### config.mk
export PLATFORM = sky130hd
export DESIGN_NAME = next_pc_unit
export DESIGN_NICKNAME = d
export VERILOG_FILES = /design/src/rtl/riscv_pkg.sv /design/src/rtl/branch_eval.sv /design/src/rtl/next_pc_unit.sv
export SDC_FILE = /design/constraint.sdc
export NUM_CORES = 1
export LEC_CHECK = 0
export ABC_AREA = 0
export CAP_MARGIN = 20
export CORE_UTILIZATION = 40
export CTS_CLUSTER_SIZE = 40
export DETAILED_ROUTE_END_ITERATION = 16
export HOLD_SLACK_MARGIN = 0.15
export PLACE_DENSITY = 0.69
export SYNTH_ARGS = -nofsm -noshare
export SYNTH_HDL_FRONTEND = slang
export SYNTH_SLANG_ARGS = --single-unit
### constraint.sdc
create_clock -name clk -period 5.4 [get_ports clk]
set_clock_uncertainty 0.15 [all_clocks]
set_input_delay 0.54 -clock clk [delete_from_list [all_inputs] [get_ports clk]]
set_output_delay 0.54 -clock clk [all_outputs]
set_load 0.02 [all_outputs]
### src/rtl/riscv_pkg.sv
// Shared RV32I decode constants and the PC-stage state encoding.
package riscv_pkg;

    localparam logic [6:0] OP_BRANCH = 7'b1100011;
    localparam logic [6:0] OP_JAL    = 7'b1101111;
    localparam logic [6:0] OP_JALR   = 7'b1100111;

    localparam logic [2:0] F3_BEQ  = 3'b000;
    localparam logic [2:0] F3_BNE  = 3'b001;
    localparam logic [2:0] F3_BLT  = 3'b100;
    localparam logic [2:0] F3_BGE  = 3'b101;
    localparam logic [2:0] F3_BLTU = 3'b110;
    localparam logic [2:0] F3_BGEU = 3'b111;
    localparam logic [2:0] F3_JALR = 3'b000;

    typedef enum logic [1:0] {
        PCU_BOOT      = 2'd0,
        PCU_RUN       = 2'd1,
        PCU_WAIT_TRAP = 2'd2
    } pcu_state_e;

endpackage

### src/rtl/branch_eval.sv
// Branch condition resolver: maps funct3 and the comparator flags to a taken decision.
module branch_eval
    import riscv_pkg::*;
(
    input  logic [2:0] funct3,
    input  logic       cmp_zero,
    input  logic       cmp_lt,
    input  logic       cmp_ltu,
    output logic       cond_true
);

    always_comb begin
        cond_true = 1'b0;
        case (funct3)
            F3_BEQ:  cond_true = cmp_zero;
            F3_BNE:  cond_true = !cmp_zero;
            F3_BLT:  cond_true = cmp_lt;
            F3_BGE:  cond_true = !cmp_lt;
            F3_BLTU: cond_true = cmp_ltu;
            F3_BGEU: cond_true = !cmp_ltu;
            default: cond_true = 1'b0;
        endcase
    end

endmodule

### src/rtl/next_pc_unit.sv
// Program-counter stage: holds the architectural PC and selects sequential, branch,
// jump or trap next-fetch addresses, with registered redirect/misalign pulses.
//
// state         | meaning
// PCU_BOOT      | first cycle after reset, pc not yet fetchable
// PCU_RUN       | evaluating instructions at pc
// PCU_WAIT_TRAP | misaligned target seen, pc frozen until trap_req
module next_pc_unit
    import riscv_pkg::*;
#(
    parameter int unsigned     XLEN         = 32,
    parameter logic [XLEN-1:0] RESET_VECTOR = '0,
    parameter int unsigned     ALIGN_BITS   = 2
) (
    input  logic            clk,
    input  logic            rst,
    input  logic [31:0]     instr,
    input  logic            instr_valid,
    input  logic            stall,
    input  logic [XLEN-1:0] rs1_val,
    input  logic            cmp_zero,
    input  logic            cmp_lt,
    input  logic            cmp_ltu,
    input  logic            trap_req,
    input  logic [XLEN-1:0] trap_vec,
    output logic [XLEN-1:0] pc,
    output logic            pc_valid,
    output logic [XLEN-1:0] link,
    output logic            taken,
    output logic            flush,
    output logic            misalign
);

    localparam logic [XLEN-1:0] ALIGN_MASK = XLEN'((64'd1 << ALIGN_BITS) - 64'd1);

    pcu_state_e      state_q, state_d;
    logic [XLEN-1:0] pc_d;
    logic            pc_valid_d, taken_d, flush_d, misalign_d;

    logic [6:0]      opcode;
    logic [2:0]      funct3;
    logic [XLEN-1:0] imm_b, imm_j, imm_i;
    logic [XLEN-1:0] target;
    logic            redirect, br_true;

    assign opcode = instr[6:0];
    assign funct3 = instr[14:12];
    assign imm_b  = {{(XLEN-12){instr[31]}}, instr[7], instr[30:25], instr[11:8], 1'b0};
    assign imm_j  = {{(XLEN-20){instr[31]}}, instr[19:12], instr[20], instr[30:21], 1'b0};
    assign imm_i  = {{(XLEN-12){instr[31]}}, instr[31:20]};
    assign link   = pc + XLEN'(4);

    branch_eval u_branch_eval (
        .funct3    (funct3),
        .cmp_zero  (cmp_zero),
        .cmp_lt    (cmp_lt),
        .cmp_ltu   (cmp_ltu),
        .cond_true (br_true)
    );

    always_comb begin
        redirect = 1'b0;
        target   = pc + imm_b;
        case (opcode)
            OP_BRANCH: redirect = br_true;
            OP_JAL: begin
                redirect = 1'b1;
                target   = pc + imm_j;
            end
            OP_JALR: begin
                redirect = (funct3 == F3_JALR);
                target   = (rs1_val + imm_i) & ~XLEN'(1);
            end
            default: redirect = 1'b0;
        endcase
    end

    always_comb begin
        state_d    = state_q;
        pc_d       = pc;
        pc_valid_d = pc_valid;
        taken_d    = 1'b0;
        flush_d    = 1'b0;
        misalign_d = 1'b0;
        if (state_q != PCU_BOOT && trap_req) begin
            state_d    = PCU_RUN;
            pc_d       = trap_vec;
            pc_valid_d = 1'b1;
            flush_d    = 1'b1;
        end else begin
            case (state_q)
                PCU_BOOT: begin
                    state_d    = PCU_RUN;
                    pc_valid_d = 1'b1;
                end
                PCU_RUN: begin
                    if (!stall && instr_valid) begin
                        if (!redirect) begin
                            pc_d = link;
                        end else if ((target & ALIGN_MASK) != '0) begin
                            // keep pc at the offending instruction for the trap handler
                            state_d    = PCU_WAIT_TRAP;
                            pc_valid_d = 1'b0;
                            misalign_d = 1'b1;
                        end else begin
                            pc_d    = target;
                            taken_d = 1'b1;
                            flush_d = 1'b1;
                        end
                    end
                end
                PCU_WAIT_TRAP: state_d = PCU_WAIT_TRAP;
                default:       state_d = PCU_BOOT;
            endcase
        end
    end

    always_ff @(posedge clk) begin
        if (rst) begin
            state_q  <= PCU_BOOT;
            pc       <= RESET_VECTOR;
            pc_valid <= 1'b0;
            taken    <= 1'b0;
            flush    <= 1'b0;
            misalign <= 1'b0;
        end else begin
            state_q  <= state_d;
            pc       <= pc_d;
            pc_valid <= pc_valid_d;
            taken    <= taken_d;
            flush    <= flush_d;
            misalign <= misalign_d;
        end
    end

endmodule

== Word level (Yosys, flattened, before mapping) ==
Cells that the tools add are included.

* Add/subtract/negate cells: 4
* Bitwise logic cells: 3
* Eq/ne operators: 17
* Muxes and demuxes: 24
* Reduce and logical (&&, ||, !) cells: 19

{| class="wikitable"
|+ Operator list
! operator !! count
|-
| two-way mux 32 bit || 5
|-
| adder 32 bit || 3
|-
| one-hot mux 32 bit (2 select lines) || 1
|-
| adder 32 x 3 -> 32 bit (second input constant) || 1
|-
| nonzero test 32 bit || 1
|-
| equality test 7 bit (second input constant) || 3
|-
| equality test 3 bit (second input constant) || 4
|-
| != test 3 bit (second input constant) || 4
|-
| two-way mux 1 bit || 11
|-
| AND reduction 3 bit || 3
|-
| two-way mux 2 bit || 3
|-
| != test 2 bit (second input constant) || 3
|-
| one-hot mux 1 bit (6 select lines) || 1
|-
| one-hot mux 2 bit (3 select lines) || 1
|-
| nonzero test 2 bit || 3
|-
| OR reduction 5 bit || 1
|-
| logical NOT 1 bit || 4
|-
| AND reduction 4 bit || 1
|-
| equality test 3 x 1 -> 1 bit (second input constant) || 1
|-
| logical NOT 3 bit || 1
|-
| NOT 1 bit || 3
|-
| one-hot mux 1 bit (3 select lines) || 1
|-
| nonzero test 3 bit || 1
|-
| equality test 2 x 1 -> 1 bit (second input constant) || 1
|-
| other kinds (5) || 6
|}

* Flip-flop bits (word level): 38
* Input bits: 104
* Logic and storage cells: 74

== Logic depth before layout (Yosys ltp) ==
Gate-level depths: netlist of run 1.

* Depth in word-level cells: 8
* Mapped depth: 17
* Mapped depth without buffers: 16

== Hierarchy ==
Synthesis of run 1 repeated with hierarchy kept, for this count alone.

* Cell total of the unflattened synthesis: 822
* Area, all modules: 5943.2 um^2

{| class="wikitable"
|+ By module, submodules not included
! module !! cells an instance !! times used !! area each (um^2)
|-
| next_pc_unit || 817 || 1 || 5903.2
|-
| branch_eval || 5 || 1 || 40.0
|}

== Worst setup path before layout of run 1 ==
No wires, ideal clock.

* Path type: input to register
* From: input instr[4]
* To: register pc[25]
* Path buffers: 1
* Library setup time: 0.088 ns
* Cell stages on the path: 16
* Path slack: 1.068 ns
* Data required time: 5.162 ns
* Arrival time: 4.094 ns
* Cell sequence: nand2b_1 -> nor2_1 -> nand3_1 -> clkbuf_1 -> mux2_2 -> fa_1 -> a21o_1 -> a221oi_2 -> o211ai_2 -> a32o_1 -> or4b_4 -> a31oi_4 -> o221ai_2 -> xnor2_1 -> nand2_1 -> a311oi_2

* Word-level cells in the longest chain between the ends: 7
* Elaborated cells on any way between the ends: 13
* Classes of those cells: eq/ne (4); mux (7); reduce/logical (2)

{| class="wikitable"
|+ Ends and longest elaborated chain
! item !! RTL line !! source
|-
| from (decl) || next_pc_unit.sv:17 || <nowiki>input logic [31:0] instr,</nowiki>
|-
| branches (longest 7 deep; another with one-hot mux 32 bit (2 select lines)) || - ||
|-
| to (signal assigned) || next_pc_unit.sv:128 || <nowiki>pc <= pc_d;</nowiki>
|-
| to (decl) || next_pc_unit.sv:26 || <nowiki>output logic [XLEN-1:0] pc,</nowiki>
|}

Several ways; the timed one is not identified. The select of a mux whose other input is x is not followed.
A chain may end at the register's enable or synchronous reset.

== Worst setup path in the final report of run 1 ==
* From: input instr[6]
* To: register pc[31]

The elaborated chain is that of the path after synthesis.

==> results of run 1 <==
[flip-flops by register name, indices dropped and copies added (netlist names)]
name / cells
taken: 1
misalign: 1
pc: 32
flush: 1
pc_valid: 1
state_q: 2
[power by group through the flow]
| stage | registers (mW) | logic, mW | clock network [mW] |
|---|---|---|---|
| after global routing | 0.579 | 2.38 | 0.366 |
| after floorplan | 0.619 | 1.32 | 0 |
| after detailed placement | 0.566 | 2.16 | 0 |
| after CTS | 0.561 | 2.17 | 0.354 |
| after global placement | 0.565 | 2.15 | 0 |
| final | 0.567 | 2.19 | 0.352 |
[layout make-up]
type                    count  area share (%)
inverters                  27            1.29
clock inverters             3           0.572
repair buffers            180            22.6
clock buffers               5            1.59
well taps                 180            2.86
multi-input cells         697            61.4
flip-flops and latches     38            9.66
diodes                      1          0.0318
[cells in the mapped netlist (all sizes together) (2+ instances only)]
| library cell | number | share of area [%] |
|---|---|---|
| a31oi | 10 | 1.3 |
| ha | 66 | 14 |
| and2 | 7 | 0.75 |
| nor3 | 20 | 1.7 |
| nor2b | 3 | 0.32 |
| a311oi | 9 | 1.5 |
| o211ai | 21 | 2.8 |
| xnor2 | 55 | 8.3 |
| mux2i | 3 | 0.52 |
| nand2b | 9 | 0.97 |
| nand2 | 78 | 5.0 |
| a2111oi | 3 | 0.56 |
| a21o | 35 | 4.5 |
| or2 | 3 | 0.32 |
| a221oi | 17 | 2.7 |
| and3 | 14 | 1.5 |
| a221o | 7 | 1.2 |
| o41ai | 2 | 0.30 |
| o21ai | 47 | 4.0 |
| a22oi | 7 | 0.90 |
| buf | 3 | 0.32 |
| o31ai | 4 | 0.52 |
| nor3b | 2 | 0.26 |
| a21oi | 78 | 6.8 |
| and4 | 3 | 0.45 |
| a211oi | 9 | 1.2 |
| clkbuf | 30 | 1.9 |
| fa | 2 | 0.69 |
| dfxtp | 38 | 13 |
| or3 | 4 | 0.43 |
| a41oi | 2 | 0.30 |
| o21bai | 10 | 1.3 |
| inv | 27 | 1.7 |
| o2111ai | 4 | 0.60 |
| mux2 | 6 | 1.2 |
| nor4 | 5 | 0.64 |
| nor2 | 57 | 3.7 |
| nand4 | 15 | 1.6 |
| o21a | 4 | 0.52 |
| xor2 | 31 | 4.7 |
| nand3b | 2 | 0.26 |
| nand3 | 33 | 2.8 |
[cells in the final DEF, fill, tap and decap left out, types with 15 or more instances in the layout]
cell,instances
sky130_fd_sc_hd__clkdlybuf4s50_1,171
sky130_fd_sc_hd__nand2_1,78
sky130_fd_sc_hd__a21oi_1,77
sky130_fd_sc_hd__ha_1,66
sky130_fd_sc_hd__nor2_1,57
sky130_fd_sc_hd__xnor2_1,55
sky130_fd_sc_hd__dfxtp_1,38
sky130_fd_sc_hd__a21o_1,35
sky130_fd_sc_hd__nand3_1,33
sky130_fd_sc_hd__o21ai_0,33
sky130_fd_sc_hd__xor2_1,31
sky130_fd_sc_hd__inv_1,27
sky130_fd_sc_hd__nor3_1,20
sky130_fd_sc_hd__o211ai_1,20
sky130_fd_sc_hd__a221oi_1,16
sky130_fd_sc_hd__nand4_1,15
[tightest hold or removal path, delay by kind of cell (launching register included)]
kind | cells | cell delay (ns)
and+or+nand+nor | 1 | 0.07
AOI/OAI and AO/OA | 1 | 0.06
DFF | 1 | 0.33
[final timing paths]
| kind | from | end | slack, ns | depth (start not counted) |
|---|---|---|---|---|
| max | instr[6] | pc[31] | 0.65 | 17 |
| min reg2reg | pc[0] | pc[0] | 0.36 | 2 |
| min | pc[0] | pc[0] | 0.36 | 2 |
| max reg2reg | pc[1] | pc[31] | 1.83 | 12 |
[routing by layer]
metal	GRT usage (%)	routed length (microns)
met4	6.94	354
met3	4.18	1940
met5	0	0
met1	41.1	9490
met2	40.2	8850
[cell families after synthesis]
kind of cell,Yosys count
xor+xnor,86
simple gates,258
mux,9
fa+ha+maj,68
flops,38
buf+inv,60
compound gates,276
==> metrics.txt, run 1 <==
# TYPE chip_impl_metric gauge
chip_impl_info{name="status",value="finished clean"} 1
chip_impl_info{name="worstSetupEndpointType",value="flop"} 1
chip_impl_metric{name="cp_max_fo",unit=""} 13
chip_impl_metric{name="critPathArrivalTime",unit="ns"} 4.84
chip_impl_metric{name="clkSinkCount",unit=""} 38
chip_impl_metric{name="die-width",unit="microns"} 123
chip_impl_metric{name="antenna_found_initial",unit=""} 1
chip_impl_info{name="slowest_cell_on_crit_path",value="sky130_fd_sc_hd__clkdlybuf4s50_1"} 1
chip_impl_metric{name="cell_count_after_placement",unit=""} 1122
chip_impl_metric{name="sw_frac_of_total",unit="%"} 49.3
chip_impl_metric{name="share_clk_of_total_power",unit="%"} 11.3
chip_impl_metric{name="std_cell_rows",unit=""} 43
chip_impl_metric{name="htree_levels",unit=""} 2
chip_impl_metric{name="post_synth_and_or_nand_nor_area_fraction",unit="%"} 21.3
chip_impl_metric{name="power.share.combinational",unit="%"} 70.4
chip_impl_metric{name="ff_latch_area",unit="sq um"} 761
chip_impl_metric{name="clock_tree.buffer_depth",unit=""} 2
chip_impl_metric{name="hold_viol_final",unit=""} 0
chip_impl_metric{name="setup_slack",unit="ns"} 0.647
chip_impl_metric{name="ant_nets",unit=""} 0
chip_impl_info{name="hp-class",value="flop to flop"} 1
chip_impl_metric{name="p_per_area",unit="mW/mm^2"} 394
chip_impl_metric{name="layout-area-overhead-vs-synth",unit="%"} 35.3
chip_impl_info{name="worst_path_dominant_cell_family",value="compound AO/OA/AOI/OAI gates"} 1
chip_impl_metric{name="drt_drc_violations_left",unit=""} 0
chip_impl_metric{name="first_global_vias",unit=""} 6048
chip_impl_metric{name="tritoncts_buffer_count",unit=""} 5
chip_impl_metric{name="crit_path_max_incr_delay",unit="ns"} 0.46
chip_impl_metric{name="seq_power_share",unit="%"} 18.3
chip_impl_metric{name="dp_slack",unit="ns"} 0.387
chip_impl_info{name="grt_setup_unrepaired",value="no"} 1
chip_impl_metric{name="report.final.slew_viol_count",unit=""} 0
chip_impl_metric{name="ir_drop",unit="mV"} 0.144
chip_impl_info{name="clk_root_buffer_cell",value="sky130_fd_sc_hd__clkbuf_16"} 1
chip_impl_metric{name="die_height",unit="microns"} 123
chip_impl_metric{name="timing.critical_path.required",unit="ns"} 5.49
chip_impl_metric{name="drive_gt1_share",unit="%"} 3.68
chip_impl_metric{name="synth.ff_latch_count",unit=""} 38
chip_impl_metric{name="slew_headroom",unit="%"} 28.0
chip_impl_metric{name="timing.critical_path.buf_inv",unit=""} 2
chip_impl_metric{name="cts-resized-gates",unit=""} 0
chip_impl_metric{name="yosys-mux-area-fraction",unit="%"} 1.68
chip_impl_metric{name="synth_compound_area_share",unit="%"} 32.1
chip_impl_metric{name="synth_xor_area_share",unit="%"} 12.9
chip_impl_metric{name="final_setup_violation_count",unit=""} 0
chip_impl_metric{name="maxCapViolations",unit=""} 0
chip_impl_metric{name="floorplan.core_area",unit="sq mm"} 0.0140
chip_impl_metric{name="power.switching",unit="mW"} 1.53
chip_impl_metric{name="layout_fillers",unit=""} 1354
chip_impl_metric{name="io_pins",unit=""} 172
chip_impl_metric{name="grt_overflow",unit=""} 0
chip_impl_metric{name="async_flop_share",unit="%"} 0
chip_impl_metric{name="io_buffer_count",unit=""} 171
chip_impl_metric{name="placed_area",unit="sq mm"} 0.00770
chip_impl_info{name="sequence_of_cells_on_the_critical_path",value="clkdlybuf4s50_1 > nand3_1 > nor2_1 > nand3_1 > buf_4 > mux2_2 > fa_1 > a21o_1 > a221oi_2 > o211ai_2 > a32o_1 > a22oi_1 > o21ai_1 > nand4_1 > o41ai_1 > or3_1 > nand3_1"} 1
chip_impl_metric{name="detailedRoute.firstPassIterationCount",unit=""} 5
chip_impl_metric{name="intPower",unit="mW"} 1.58
chip_impl_metric{name="syn_inst",unit=""} 795
chip_impl_metric{name="final.min_clock_period",unit="ns"} 4.75
chip_impl_metric{name="synth_sequential_area_ratio",unit="%"} 13.1
chip_impl_metric{name="place_hpwl",unit="microns"} 16300
chip_impl_metric{name="post_drt_via_cell_ratio",unit=""} 5.96
chip_impl_info{name="setup.worst_path.class",value="primary input to flop"} 1
chip_impl_metric{name="clock.fmax",unit="GHz"} 0.210
chip_impl_metric{name="drt-initial-drc-count",unit=""} 715
chip_impl_metric{name="initial_utilization",unit="%"} 41.4
chip_impl_metric{name="final_nets",unit=""} 1121
chip_impl_metric{name="finalSetupTns",unit="ns"} 0
chip_impl_metric{name="vias",unit=""} 6738
chip_impl_metric{name="clock_latency_late_sink",unit="ns"} 0.29
chip_impl_metric{name="multiInputGateArea",unit="sq mm"} 0.00483
chip_impl_metric{name="ctsHoldBuffers",unit=""} 0
chip_impl_metric{name="final_cell_area",unit="sq mm"} 0.00787
chip_impl_metric{name="wirelength",unit="microns"} 20600
chip_impl_metric{name="design_power_total",unit="mW"} 3.11
chip_impl_metric{name="finalWeightedCongestion",unit=""} 0.977
chip_impl_info{name="tritoncts",value="built"} 1
chip_impl_metric{name="synth.net_count",unit=""} 967
chip_impl_info{name="dominant_combinational_cell_family_by_area_after_synthesis",value="compound AO/OA/AOI/OAI gates"} 1
chip_impl_info{name="critPathMostFrequentCell",value="sky130_fd_sc_hd__nand3_1"} 1
chip_impl_metric{name="power.leakage",unit="nW"} 3.21
chip_impl_metric{name="finalCoreUtilization",unit="%"} 56.1
chip_impl_metric{name="worst_tran_pin_value",unit="ns"} 1.08
chip_impl_metric{name="count_of_buffers_added_by_post_cts_timing_repair_for_setup",unit=""} 0
chip_impl_metric{name="global_route.usage.total",unit="%"} 27.4
chip_impl_info{name="synth_top_flop_cell",value="sky130_fd_sc_hd__dfxtp_1"} 1
chip_impl_metric{name="synth_enable_flop_cells",unit=""} 0
chip_impl_metric{name="avgSynthCellArea",unit="sq um"} 7.32
chip_impl_metric{name="finalCritPeriodShare",unit="%"} 88.0
chip_impl_metric{name="synth-warning-count",unit=""} 0
chip_impl_metric{name="whs",unit="ns"} 0.356
chip_impl_metric{name="post_synth_fa_ha_maj_area_fraction",unit="%"} 14.9
chip_impl_metric{name="post_drt_wl_per_cell",unit="microns"} 18.2
chip_impl_metric{name="register_clock_pin_slew_on_the_reported_worst_setup_and_hold_paths",unit="ns"} 0.06
chip_impl_metric{name="post_layout_nonfiller_instances",unit=""} 1131
chip_impl_metric{name="unique_masters_post_synth",unit=""} 62
chip_impl_metric{name="pin_count_of_the_biggest_net_entering_global_routing",unit=""} 39
chip_impl_metric{name="grt_first_pass_wirelength",unit="microns"} 32400
chip_impl_info{name="cp-start-kind",value="primary input"} 1
chip_impl_metric{name="synth_area",unit="sq mm"} 0.00582
chip_impl_metric{name="design.die.area",unit="sq mm"} 0.0150
Power figures use the tool's default switching activity.
==> inputs of run 2 (changes only) <==
--- a/config.mk
+++ b/config.mk
@@ -11,7 +11,9 @@
 export CTS_CLUSTER_SIZE = 40
 export DETAILED_ROUTE_END_ITERATION = 16
 export HOLD_SLACK_MARGIN = 0.15
-export PLACE_DENSITY = 0.69
+export PLACE_DENSITY = 0.77
+export RECOVER_POWER = 50
+export SKIP_LAST_GASP = 1
 export SYNTH_ARGS = -nofsm -noshare
 export SYNTH_HDL_FRONTEND = slang
 export SYNTH_SLANG_ARGS = --single-unit
==> run 2 against run 1 <==
Register-to-register slack hardly changed. Via count is 1.3% higher. Sequential share of layout area about the same. Cell count is 0.27% higher. Total power fell by 2.3%. Critical path depth stayed put. Clock-buffer cell count rose by 1. Critical endpoint is now pc[25]. Largest power group unchanged.
==> metrics.txt, run 2 (synthesis gave the netlist of run 1 again) <==
# TYPE chip_impl_metric gauge
chip_impl_metric{name="timing.critical_path.required",unit="ns"} 5.45
chip_impl_metric{name="antenna_found_initial",unit=""} 1
chip_impl_metric{name="die-width",unit="microns"} 123
chip_impl_metric{name="final.min_clock_period",unit="ns"} 4.83
chip_impl_metric{name="final_nets",unit=""} 1124
chip_impl_metric{name="power.leakage",unit="nW"} 3.35
chip_impl_metric{name="clkSinkCount",unit=""} 38
chip_impl_metric{name="largest_register_ff_count",unit=""} 32
chip_impl_metric{name="vias",unit=""} 6826
chip_impl_metric{name="first_global_vias",unit=""} 6254
chip_impl_metric{name="hold_viol_final",unit=""} 0
chip_impl_metric{name="post_drt_via_cell_ratio",unit=""} 6.02
chip_impl_metric{name="register_clock_pin_slew_on_the_reported_worst_setup_and_hold_paths",unit="ns"} 0.06
chip_impl_metric{name="floorplan.core_area",unit="sq mm"} 0.0140
chip_impl_info{name="critPathMostFrequentCell",value="sky130_fd_sc_hd__nand3_1"} 1
chip_impl_metric{name="initial_utilization",unit="%"} 41.4
chip_impl_info{name="slowest_cell_on_crit_path",value="sky130_fd_sc_hd__dlygate4sd3_1"} 1
chip_impl_metric{name="crit_path_max_incr_delay",unit="ns"} 0.52
chip_impl_metric{name="wirelength",unit="microns"} 20900
chip_impl_metric{name="post_drt_wl_per_cell",unit="microns"} 18.4
chip_impl_metric{name="grt_overflow",unit=""} 0
chip_impl_metric{name="report.final.slew_viol_count",unit=""} 0
chip_impl_metric{name="std_cell_rows",unit=""} 43
chip_impl_metric{name="ir_drop",unit="mV"} 0.145
chip_impl_metric{name="ant_nets",unit=""} 0
chip_impl_metric{name="grt_first_pass_wirelength",unit="microns"} 32800
chip_impl_info{name="tritoncts",value="built"} 1
chip_impl_metric{name="maxCapViolations",unit=""} 0
chip_impl_metric{name="setup_slack",unit="ns"} 0.572
chip_impl_metric{name="cts-resized-gates",unit=""} 0
chip_impl_info{name="grt_setup_unrepaired",value="no"} 1
chip_impl_metric{name="io_buffer_count",unit=""} 171
chip_impl_info{name="sequence_of_cells_on_the_critical_path",value="dlygate4sd3_1 > nand3_1 > nor2_1 > nand3_1 > buf_4 > mux2_2 > fa_1 > a21o_1 > a221oi_2 > o211ai_2 > a32o_1 > or4b_4 > a31oi_4 > o221ai_2 > xnor2_1 > nand2_1 > a311oi_2"} 1
chip_impl_metric{name="p_per_area",unit="mW/mm^2"} 385
chip_impl_metric{name="drt-initial-drc-count",unit=""} 683
chip_impl_metric{name="die_height",unit="microns"} 123
chip_impl_metric{name="finalWeightedCongestion",unit=""} 0.961
chip_impl_metric{name="io_pins",unit=""} 172
chip_impl_info{name="largest-register",value="pc"} 1
chip_impl_metric{name="place_hpwl",unit="microns"} 16400
chip_impl_metric{name="count_of_buffers_added_by_post_cts_timing_repair_for_setup",unit=""} 0
chip_impl_metric{name="clock_tree.buffer_depth",unit=""} 2
chip_impl_metric{name="clock.fmax",unit="GHz"} 0.207
chip_impl_metric{name="critPathArrivalTime",unit="ns"} 4.88
chip_impl_info{name="worstSetupEndpointType",value="flop"} 1
chip_impl_metric{name="htree_levels",unit=""} 2
chip_impl_metric{name="layout-area-overhead-vs-synth",unit="%"} 35.3
chip_impl_metric{name="worst_tran_pin_value",unit="ns"} 1.08
chip_impl_metric{name="detailedRoute.firstPassIterationCount",unit=""} 5
chip_impl_metric{name="clock_latency_late_sink",unit="ns"} 0.29
chip_impl_info{name="clk_root_buffer_cell",value="sky130_fd_sc_hd__clkbuf_16"} 1
chip_impl_metric{name="global_route.usage.total",unit="%"} 27.7
chip_impl_metric{name="finalSetupTns",unit="ns"} 0
chip_impl_metric{name="dp_slack",unit="ns"} 0.313
chip_impl_info{name="layout_top_registers",value="pc: 32 flops, state_q: 2 flops"} 1
chip_impl_metric{name="cp_max_fo",unit=""} 13
chip_impl_info{name="cp-start-kind",value="primary input"} 1
chip_impl_metric{name="tritoncts_buffer_count",unit=""} 5
chip_impl_metric{name="design.die.area",unit="sq mm"} 0.0150
chip_impl_info{name="hp-class",value="flop to flop"} 1
chip_impl_metric{name="final_setup_violation_count",unit=""} 0
chip_impl_metric{name="pin_count_of_the_biggest_net_entering_global_routing",unit=""} 41
chip_impl_metric{name="drt_drc_violations_left",unit=""} 0
chip_impl_metric{name="slew_headroom",unit="%"} 27.6
chip_impl_info{name="status",value="finished clean"} 1
chip_impl_info{name="setup.worst_path.class",value="primary input to flop"} 1
chip_impl_metric{name="ctsHoldBuffers",unit=""} 0
chip_impl_info{name="layout.cells.most_common_list",value="123 x sky130_fd_sc_hd__clkdlybuf4s50_1, 78 x sky130_fd_sc_hd__nand2_1, 77 x sky130_fd_sc_hd__a21oi_1"} 1
chip_impl_metric{name="finalCritPeriodShare",unit="%"} 89.4
chip_impl_metric{name="drive_gt1_share",unit="%"} 3.99
chip_impl_info{name="layout_commonest_cell",value="sky130_fd_sc_hd__clkdlybuf4s50_1"} 1
-- run 2: cell types whose count changed in the layout (fill, tap and decap cells not counted), sizes merged --
cell           delta
clkbuf            +1
dlygate4sd3      +48
clkinvlp          -1
clkinv            +1
bufinv            -1
clkdlybuf4s50    -48
buf               +3
-- run 2: layout make-up --
class                   instances  area [sq um]
fillers                      1346          6170
clock buffers                   6           139
inverters                      27           101
flip-flops and latches         38           761
well taps                     180           225
diodes                          1          2.50
repair buffers                183          1800
clock inverters                 2          12.5
multi-input cells             697          4830
-- run 2: power by group --
part / switching, mW / internal [mW] / total (mW) / leakage (nW)
Sequential: 0.184 / 0.381 / 0.564 / 0.312
Combinational: 1.22 / 0.936 / 2.16 / 2.96
Clock: 0.125 / 0.183 / 0.308 / 0.0729
-- run 2: per-layer routing --
layer  wire length (microns)  vias to the layer above  global-route usage, %
met5                       0                        -                      0
met3                    2060                       37                   2.83
met4                     473                        0                   8.31
met1                    9270                     3139                   39.9
li1                        -                     3299                      -
met2                    9060                      351                   43.2
-- run 2: stage by stage --
step | total power [mW] | cell area, sq um | utilization [%] | hold slack [ns] | instances
detailed placement | 2.73 | 7710 | 54.9 | 0.374 | 1124
global route | 3.23 | 7870 | 56.1 | 0.411 | 1134
CTS | 3.04 | 7860 | 56.0 | 0.385 | 1132
floorplan | 1.94 | 5820 | - | 0.386 | 795
global placement | 2.70 | 7710 | 54.9 | 0.368 | 1124
finish | 3.03 | 7870 | 56.1 | 0.378 | 1134
-- run 2: worst paths after layout --
path                               start  endpoint  slack (ns)  cells after the start
worst max-delay path            instr[1]    pc[25]        0.57                     17
worst min-delay path               pc[0]     pc[0]        0.38                      2
worst max register to register     pc[1]    pc[25]        1.84                     12
worst min register to register     pc[0]     pc[0]        0.38                      2
-- run 2: critical path, delay by kind of cell --
| kind | cells | cell delay [ns] |
|---|---|---|
| adder cells (fa/ha/maj) | 1 | 0.43 |
| AND/OR/NAND/NOR | 5 | 1.12 |
| multiplexers | 1 | 0.31 |
| AO/OA/AOI/OAI | 7 | 1.56 |
| buffers and inverters | 2 | 0.76 |
| XOR/XNOR | 1 | 0.17 |
==> inputs of run 3 (changes only) <==
==> constraint.sdc (replaced) <==
create_clock -name clk -period 4.8 [get_ports clk]
set_clock_uncertainty 0.15 [all_clocks]
set_input_delay 0.48 -clock clk [delete_from_list [all_inputs] [get_ports clk]]
set_output_delay 0.48 -clock clk [all_outputs]
set_load 0.02 [all_outputs]
==> run 3 against run 2 <==
Global-route usage down 0.24 points. Combinational power up 14%. Critical path depth unchanged. Sequential power up 13%. First-iteration DRC count down 0.15%. Hold slack worse by 0.0021 ns. Cell count up 1.1%. Utilization up 1.0 points. Wire length down 0.12%. Non-clock buffer count up 12. Sequential share of layout area down 0.17 points. Critical path type unchanged. Critical endpoint unchanged. Largest cell class unchanged. Highest routed layer unchanged.
==> metrics.txt, run 3 (synthesis gave the netlist of run 1 again) <==
# TYPE chip_impl_metric gauge
chip_impl_metric{name="post_drt_wl_per_cell",unit="microns"} 18.2
chip_impl_metric{name="vias",unit=""} 6833
chip_impl_metric{name="htree_levels",unit=""} 2
chip_impl_info{name="slowest_cell_on_crit_path",value="sky130_fd_sc_hd__or4b_4"} 1
chip_impl_metric{name="share_clk_of_total_power",unit="%"} 12.4
chip_impl_metric{name="finalCoreUtilization",unit="%"} 57.1
chip_impl_info{name="layout_top_registers",value="pc: 32 flops, state_q: 2 flops"} 1
chip_impl_metric{name="layout-area-overhead-vs-synth",unit="%"} 37.7
chip_impl_metric{name="critPathArrivalTime",unit="ns"} 4.50
chip_impl_metric{name="register_clock_pin_slew_on_the_reported_worst_setup_and_hold_paths",unit="ns"} 0.06
chip_impl_metric{name="clkSinkCount",unit=""} 38
chip_impl_metric{name="floorplan.core_area",unit="sq mm"} 0.0140
chip_impl_metric{name="drt_drc_violations_left",unit=""} 0
chip_impl_metric{name="global_route.usage.total",unit="%"} 27.5
chip_impl_metric{name="p_per_area",unit="mW/mm^2"} 441
chip_impl_metric{name="final_setup_violation_count",unit=""} 0
chip_impl_metric{name="die-width",unit="microns"} 123
chip_impl_info{name="cp-start-kind",value="primary input"} 1
chip_impl_metric{name="grt_first_pass_wirelength",unit="microns"} 32500
chip_impl_info{name="grt_setup_unrepaired",value="no"} 1
chip_impl_metric{name="first_global_vias",unit=""} 6329
chip_impl_metric{name="ctsHoldBuffers",unit=""} 0
chip_impl_metric{name="ff_latch_area",unit="sq um"} 761
chip_impl_metric{name="sw_frac_of_total",unit="%"} 48.8
chip_impl_metric{name="final_nets",unit=""} 1136
chip_impl_metric{name="grt_overflow",unit=""} 0
chip_impl_metric{name="power.switching",unit="mW"} 1.73
chip_impl_info{name="hp-class",value="flop to flop"} 1
chip_impl_metric{name="io_pins",unit=""} 172
chip_impl_info{name="setup.worst_path.class",value="primary input to flop"} 1
chip_impl_metric{name="power.share.combinational",unit="%"} 69.6
chip_impl_info{name="worst_path_dominant_cell_family",value="compound AO/OA/AOI/OAI gates"} 1
chip_impl_metric{name="post_layout_nonfiller_instances",unit=""} 1146
chip_impl_metric{name="timing.critical_path.buf_inv",unit=""} 2
chip_impl_metric{name="timing.critical_path.required",unit="ns"} 4.85
chip_impl_metric{name="place_hpwl",unit="microns"} 16600
chip_impl_metric{name="power.leakage",unit="nW"} 3.42
chip_impl_metric{name="layout_fillers",unit=""} 1277
chip_impl_metric{name="finalWeightedCongestion",unit=""} 0.974
chip_impl_metric{name="finalSetupTns",unit="ns"} 0
chip_impl_metric{name="pin_count_of_the_biggest_net_entering_global_routing",unit=""} 39
chip_impl_metric{name="io_buffer_count",unit=""} 171
chip_impl_metric{name="initial_utilization",unit="%"} 41.4
chip_impl_metric{name="die_height",unit="microns"} 123
chip_impl_metric{name="crit_path_max_incr_delay",unit="ns"} 0.50
chip_impl_info{name="clk_root_buffer_cell",value="sky130_fd_sc_hd__clkbuf_16"} 1
chip_impl_metric{name="antenna_found_initial",unit=""} 1
chip_impl_metric{name="slew_headroom",unit="%"} 34.1
chip_impl_metric{name="wirelength",unit="microns"} 20800
chip_impl_metric{name="clock_latency_late_sink",unit="ns"} 0.28
chip_impl_metric{name="report.final.slew_viol_count",unit=""} 0
chip_impl_metric{name="maxCapViolations",unit=""} 0
chip_impl_metric{name="detailedRoute.firstPassIterationCount",unit=""} 5
chip_impl_metric{name="design.die.area",unit="sq mm"} 0.0150
chip_impl_metric{name="final.min_clock_period",unit="ns"} 4.45
chip_impl_metric{name="largest_register_ff_count",unit=""} 32
chip_impl_metric{name="tritoncts_buffer_count",unit=""} 5
chip_impl_metric{name="cell_count_after_placement",unit=""} 1137
chip_impl_metric{name="post_drt_via_cell_ratio",unit=""} 5.96
chip_impl_metric{name="worst_tran_pin_value",unit="ns"} 0.979
chip_impl_metric{name="seq_power_share",unit="%"} 18.0
chip_impl_info{name="sequence_of_cells_on_the_critical_path",value="clkdlybuf4s50_1 > nand2b_1 > nor2_1 > nand3_1 > buf_4 > mux2_2 > fa_1 > a21o_1 > a221oi_4 > o211ai_2 > a32o_1 > or4b_4 > a31oi_4 > o221ai_2 > xnor2_1 > nand2_1 > a311oi_2"} 1
chip_impl_metric{name="finalCritPeriodShare",unit="%"} 92.8
chip_impl_metric{name="clock.fmax",unit="GHz"} 0.225
chip_impl_metric{name="drive_gt1_share",unit="%"} 5.18
chip_impl_metric{name="clock_tree.buffer_depth",unit=""} 2
chip_impl_metric{name="std_cell_rows",unit=""} 43
chip_impl_info{name="status",value="finished clean"} 1
chip_impl_metric{name="ir_drop",unit="mV"} 0.209
chip_impl_metric{name="intPower",unit="mW"} 1.81
chip_impl_info{name="layout.cells.most_common_list",value="124 x sky130_fd_sc_hd__clkdlybuf4s50_1, 78 x sky130_fd_sc_hd__nand2_1, 77 x sky130_fd_sc_hd__a21oi_1"} 1
chip_impl_metric{name="ant_nets",unit=""} 0
chip_impl_metric{name="multiInputGateArea",unit="sq mm"} 0.00484
chip_impl_info{name="worstSetupEndpointType",value="flop"} 1
chip_impl_metric{name="hold_viol_final",unit=""} 0
chip_impl_info{name="largest-register",value="pc"} 1
chip_impl_metric{name="cp_max_fo",unit=""} 13
chip_impl_metric{name="drt-initial-drc-count",unit=""} 682
chip_impl_info{name="layout_commonest_cell",value="sky130_fd_sc_hd__clkdlybuf4s50_1"} 1
chip_impl_info{name="tritoncts",value="built"} 1
[run 3: changes by cell type in the layout (fill, tap and decap cells not counted)]
cell,delta
sky130_fd_sc_hd__dlygate4sd3_1,-1
sky130_fd_sc_hd__a221oi_4,+1
sky130_fd_sc_hd__a221oi_2,-1
sky130_fd_sc_hd__clkbuf_8,-1
sky130_fd_sc_hd__clkdlybuf4s50_1,+1
sky130_fd_sc_hd__clkinv_4,+1
sky130_fd_sc_hd__clkinvlp_4,-1
sky130_fd_sc_hd__bufinv_16,+2
sky130_fd_sc_hd__clkinv_2,-1
sky130_fd_sc_hd__buf_4,+12
[run 3: repair_timing]
item	CTS	global route
gates resized for setup	0	1
endpoints found under the setup margin	0	1
buffers inserted	0	0
[run 3: cell type report]
type	count	area share, %
Inverter	27	1.26
Multi-Input combinational cell	697	60.4
Sequential cell	38	9.49
Clock buffer	5	1.56
Clock inverter	3	0.859
Timing Repair Buffer	195	23.6
Antenna cell	1	0.0312
Tap cell	180	2.81
[run 3: power by group through the flow]
stage          Clock, mW  Sequential, mW  Combinational [mW]
3_3_place_gp           0           0.636                2.44
5_1_grt            0.452           0.652                2.67
3_5_place_dp           0           0.638                2.46
4_1_cts            0.438           0.633                2.48
2_1_floorplan          0           0.696                1.49
6_report           0.440           0.636                2.46
[run 3: worst paths after layout]
check / start / endpoint / slack, ns / depth (start not counted)
max reg2reg: pc[1] / pc[25] / 1.37 / 12
min reg2reg: pc[0] / pc[0] / 0.38 / 2
max: instr[4] / pc[25] / 0.35 / 17
min: pc[0] / pc[0] / 0.38 / 2
[run 3: per-stage QoR]
stage / worst slack, ns / area, sq um / hold WS (ns) / power (mW)
finish: 0.347 / 8020 / 0.376 / 3.54
global route: 0.0670 / 8020 / 0.415 / 3.78
CTS: 0.332 / 8000 / 0.395 / 3.55
detailed placement: 0.0566 / 7810 / 0.381 / 3.10
global placement: 0.120 / 7810 / 0.373 / 3.08
floorplan: 0.528 / 5820 / 0.386 / 2.18
[run 3: per-layer routing]
metal	GRT usage, %	wire, microns
met5	0	0
met4	9.53	509
met3	4.55	1970
met2	42.9	9120
met1	38.0	9240
[run 3: worst min-delay path, stage by stage (launching register included)]
cell and delay, ns:
sky130_fd_sc_hd__dfxtp_1 0.35, sky130_fd_sc_hd__nand3_1 0.08, sky130_fd_sc_hd__a21oi_1 0.06
